### src/rtl/debounce_arbiter.sv
// Debounces N noisy inputs with one shared settle counter.
// A round-robin scheduler lends the counter to one input whose synchronized level disagrees with its debounced level.
module debounce_arbiter #(
  parameter int N      = 4,
  parameter int SETTLE = 500000,
  parameter int CW     = 19
) (
  input  logic                 clk,
  input  logic                 reset,
  input  logic [N-1:0]         noisy,
  output logic [N-1:0]         debounced,
  output logic [N-1:0]         press_pulse,
  output logic [N-1:0]         release_pulse,
  output logic                 busy,
  output logic [$clog2(N)-1:0] active_idx
);

  localparam int IW = $clog2(N);

  localparam logic [1:0] IDLE   = 2'd0;
  localparam logic [1:0] TIMING = 2'd1;
  localparam logic [1:0] COMMIT = 2'd2;

  logic [1:0]    state;
  logic [N-1:0]  sync1;
  logic [N-1:0]  sync2;
  logic [N-1:0]  mismatch;
  logic [CW-1:0] counter;
  logic [IW-1:0] rr_ptr;
  logic [IW-1:0] next_ptr;
  logic [IW-1:0] grant_idx;
  logic          grant_found;
  logic          settle_done;

  assign mismatch    = sync2 ^ debounced;
  assign busy        = (state == TIMING) || (state == COMMIT);
  assign settle_done = (counter == CW'(SETTLE - 1));
  assign next_ptr    = (int'(active_idx) == N - 1) ? '0 : active_idx + IW'(1);

  // First mismatching input at or after rr_ptr, wrapping modulo N.
  always_comb begin
    int j;
    j           = 0;
    grant_found = 1'b0;
    grant_idx   = '0;
    for (int k = 0; k < N; k++) begin
      j = int'(rr_ptr) + k;
      if (j >= N) j = j - N;
      if (!grant_found && mismatch[j]) begin
        grant_found = 1'b1;
        grant_idx   = IW'(j);
      end
    end
  end

  always_ff @(posedge clk) begin
    if (reset) begin
      sync1         <= '0;
      sync2         <= '0;
      debounced     <= '0;
      press_pulse   <= '0;
      release_pulse <= '0;
      active_idx    <= '0;
      counter       <= '0;
      rr_ptr        <= '0;
      state         <= IDLE;
    end else begin
      sync1         <= noisy;
      sync2         <= sync1;
      press_pulse   <= '0;
      release_pulse <= '0;
      case (state)
        IDLE: begin
          counter <= '0;
          if (grant_found) begin
            active_idx <= grant_idx;
            state      <= TIMING;
          end
        end
        TIMING: begin
          // A bounce back to the debounced level abandons the slot without touching outputs.
          if (!mismatch[active_idx]) begin
            rr_ptr  <= next_ptr;
            counter <= '0;
            state   <= IDLE;
          end else if (settle_done) begin
            debounced[active_idx] <= ~debounced[active_idx];
            if (debounced[active_idx]) release_pulse[active_idx] <= 1'b1;
            else                       press_pulse[active_idx]   <= 1'b1;
            counter <= '0;
            state   <= COMMIT;
          end else begin
            counter <= counter + CW'(1);
          end
        end
        COMMIT: begin
          rr_ptr  <= next_ptr;
          counter <= '0;
          state   <= IDLE;
        end
        default: begin
          counter <= '0;
          state   <= IDLE;
        end
      endcase
    end
  end

endmodule

### config.mk
export PLATFORM = sky130hd
export DESIGN_NAME = debounce_arbiter
export DESIGN_NICKNAME = d
export VERILOG_FILES = /design/src/rtl/debounce_arbiter.sv
export SDC_FILE = /design/constraint.sdc
export NUM_CORES = 1
export LEC_CHECK = 0
export BUFFER_PORTS_ARGS = -buffer_cell sky130_fd_sc_hd__clkbuf_2
export CORE_MARGIN = 2
export CORE_UTILIZATION = 35
export DETAILED_ROUTE_END_ITERATION = 10
export PLACE_DENSITY_LB_ADDON = 0.12
export SLEW_MARGIN = 20
export SYNTH_ARGS = -nofsm -noshare
export SYNTH_HDL_FRONTEND = slang
export SYNTH_SLANG_ARGS = --single-unit
### constraint.sdc
create_clock -name clk -period 2.3 [get_ports clk]
set_clock_uncertainty 0.1 [all_clocks]
set_input_delay 0.23 -clock clk [delete_from_list [all_inputs] [get_ports clk]]
set_output_delay 0.23 -clock clk [all_outputs]
set_load 0.02 [all_outputs]
==> impl_metrics.csv <==
group,metric,value,unit
run_status,run_status,"finished clean",
clock_tree,insertion_delay,0.30,ns
hold_path,hp-start,"noisy[3]",
floorplanning,initial_utilization,36.2,%
logic_synthesis,synthDistinctLibCells,40,
routing,ant_nets,0,
global_route,grt_util_all_layers,14.6,%
global_route,grt_pass1_wl,7.07,mm
routing,drt_pass1_iterations,4,
setup_path,arrival,2.30,ns
pwr,ir_drop,0.233,mV
routing,wl_per_cell,12.4,um
sta,max-slew-margin-rel,66.1,%
placement,hpwl,3.02,mm
pwr,p_leak,0.000889,uW
logic_synthesis,syn-instance-count,223,
placement,place_congestion,0.785,
global_route,grt_max_degree,19,
final_layout,final_cell_mix,"dfxtp_1 (45), nor2_1 (29), clkbuf_2 (20)",
logic_synthesis,async_flop_share,0,%
clock_tree,numCtsBuffers,5,
setup_path,path_max_fanout,7,
setup_path,cp-end-kind,"flip-flop",
routing,routed_wl,4.07,mm
setup_path,reg2reg_depth,5,
setup_path,cp_top_family,"simple AND/OR/NAND/NOR gates",
routing,drt_iter0_markers,33,
global_route,grtUsageMet3,3.05,%
floorplanning,row_count,27,
hold_path,min_path_type,"in -> reg",
sta,finalCritPeriodShare,93.5,%
setup_path,path_buf_inv,0,
floorplanning,fp.dieW,79.5,um
logic_synthesis,synth-main-ff-cell,"dfxtp_1",
sta,final_hold_viol_count,0,
final_layout,n_antenna_cell,0,
pwr,total_power,1410,uW
clock_tree,cts-root-buf,"clkbuf_8",
final_layout,fin_nets,267,
hold_path,whs_path_depth,2,
setup_path,crit_type,"reg -> reg",
final_layout,mostFrequentLayoutCell,"dfxtp_1",
setup_path,path_cells,"xnor2_1 -> a221o_1 -> or3_1 -> nor3b_2 -> and2_1",
final_layout,fill_cells,577,
clock_tree,cts_tree,"done",
placement,portBuffers,20,
floorplanning,io_pins,21,
setup_path,r2r_setup_slack,0.15,ns
clock_tree,cts.sinks,45,
pwr,p_comb_share,9.3,%
setup_path,rr_endpoint,"press_pulse[2]",
setup_path,crit_path_top_delay_cell,"or3_1",
pwr,switching_share,25.1,%
sta,final-setup-viol-count,0,
global_route,grt_pass1_vias,1499,
setup_path,required,2.45,ns
setup_path,slowest_delay,0.51,ns
floorplanning,core-area,0.00551,mm2
clock_tree,h-tree-depth,2,
global_route,grtUsageMet1,19.6,%
floorplanning,die_area,0.00632,mm2
pwr,power_frac_seq,57.2,%
final_layout,area_delta_synth_final,15.9,%
setup_path,cp-start-kind,"flip-flop",
global_route,grt_use_met2,22.4,%
clock_tree,hold_buffers,0,
sta,rsz0062_at_grt,"no",
final_layout,drive_above_1_share,16.5,%
setup_path,rr_startpoint,"debounced[0]",
clock_tree,post_cts_buffers,0,
clock_tree,cts_resized,0,
logic_synthesis,syn_nets,236,
logic_synthesis,synth_area_per_cell,8.94,um2
floorplanning,die_h,79.5,um
global_route,overflow,0,
sta,tightest_slew,0.508,ns
routing,drc,0,
clock_tree,cts.reportedPaths.clkPinSlew,0.09,ns
pwr,p_switching,355,uW
sta,tns,0,ns
global_route,grt_antenna_before_repair,0,
sta,slew_viol_final,0,
routing,vias_per_cell,4.75,
logic_synthesis,yosysSeqAreaShare,45.2,%
hold_path,hold_end,"sync1[3]",
flow_run,maxCapViolCount,0,
routing,num_vias,1553,
pwr,intPower,1060,uW
clock_tree,clock_path_buffers,2,
logic_synthesis,syn-cell-area,0.00199,mm2
pwr,power_density,612,mW/mm2
logic_synthesis,ys_warn_count,0,
sta,fin_crit,2.15,ns
global_route,grt-busiest-layer,"met2",
logic_synthesis,ys_seq_elements,45,
sta,max_freq,0.465,GHz
logic_synthesis,synth_edf_count,0,
pwr,clock_power_share,33.5,%
[worst max-delay path by stage]
stage | from | to | slack [ns] | cells after the start
after detailed placement | debounced[0] | press_pulse[2] | 0.15 | 5
after global placement | debounced[0] | press_pulse[2] | 0.18 | 5
after global routing | debounced[0] | press_pulse[1] | 0.02 | 5
final | debounced[0] | press_pulse[2] | 0.15 | 5
after floorplan | active_idx[1] | debounced[0] | 0.15 | 6
after CTS | debounced[0] | press_pulse[2] | 0.12 | 5
[layout make-up]
class	count	area, um2	area share (%)
clock buffers	6	72.6	3.14
inverters	13	48.8	2.11
clock inverters	2	10.0	0.433
flip-flops and latches	45	901	39.0
repair buffers	29	168	7.26
well taps	72	90.1	3.90
multi-input cells	160	1020	44.2
[flip-flops by register name (all words and copies together) (netlist names)]
signal,count
counter,19
debounced,4
press_pulse,4
release_pulse,4
sync1,4
sync2,4
active_idx,2
rr_ptr,2
state,2
[synthesized netlist by cell type, types with 2 or more instances]
| cell | count | area (um2) |
|---|---|---|
| a211oi_1 | 2 | 15.0 |
| a21oi_1 | 5 | 25.0 |
| and2_1 | 4 | 25.0 |
| and3_1 | 4 | 25.0 |
| clkbuf_1 | 3 | 11.3 |
| dfxtp_1 | 45 | 901 |
| ha_1 | 7 | 87.6 |
| inv_1 | 13 | 48.8 |
| mux2_2 | 2 | 22.5 |
| mux2i_1 | 2 | 20.0 |
| nand2_1 | 13 | 48.8 |
| nand3_1 | 11 | 55.1 |
| nand4_1 | 7 | 43.8 |
| nor2_1 | 29 | 109 |
| nor2b_1 | 9 | 56.3 |
| nor3_1 | 11 | 55.1 |
| nor4_1 | 6 | 37.5 |
| nor4b_1 | 2 | 17.5 |
| o21ai_0 | 4 | 20.0 |
| o22ai_1 | 2 | 12.5 |
| xnor2_1 | 11 | 96.3 |
| xor2_1 | 13 | 114 |
[power by group through the flow]
stage          clock, uW  combinational, uW  sequential, uW
2_1_floorplan          0               91.2             829
3_3_place_gp           0                134             829
3_5_place_dp           0                134             828
4_1_cts              499                134             810
5_1_grt              533                150             813
6_report             474                131             810
[per-stage QoR]
stage	instance area (um2)	hold slack (ns)	utilization (%)	std cells	setup WS, ns
floorplan	1990	0.258	-	223	0.152
global placement	2230	0.316	40.5	319	0.179
detailed placement	2230	0.325	40.5	319	0.146
CTS	2310	0.0276	42.0	327	0.125
global route	2310	0.0490	42.0	327	0.0175
finish	2310	0.0405	42.0	327	0.148
[cell families (layout without fill, tap and decap cells)]
logic type	after synthesis	in the layout	share of synthesized area [%]
and+or+nand+nor	105	105	27.7
DFF	45	45	45.2
xor gates and xnor gates	24	24	10.5
AOI/OAI and AO/OA	20	20	6.46
buffers and inverters	18	50	3.64
adders and majority gates	7	7	4.39
muxes	4	4	2.13
[metal layers]
metal	share of wire, %	vias to the layer above
met5	0	-
met4	1.7	0
met3	4.1	7
met2	46	29
met1	48	694
li1	-	823
(Power assumes the default switching activity.)
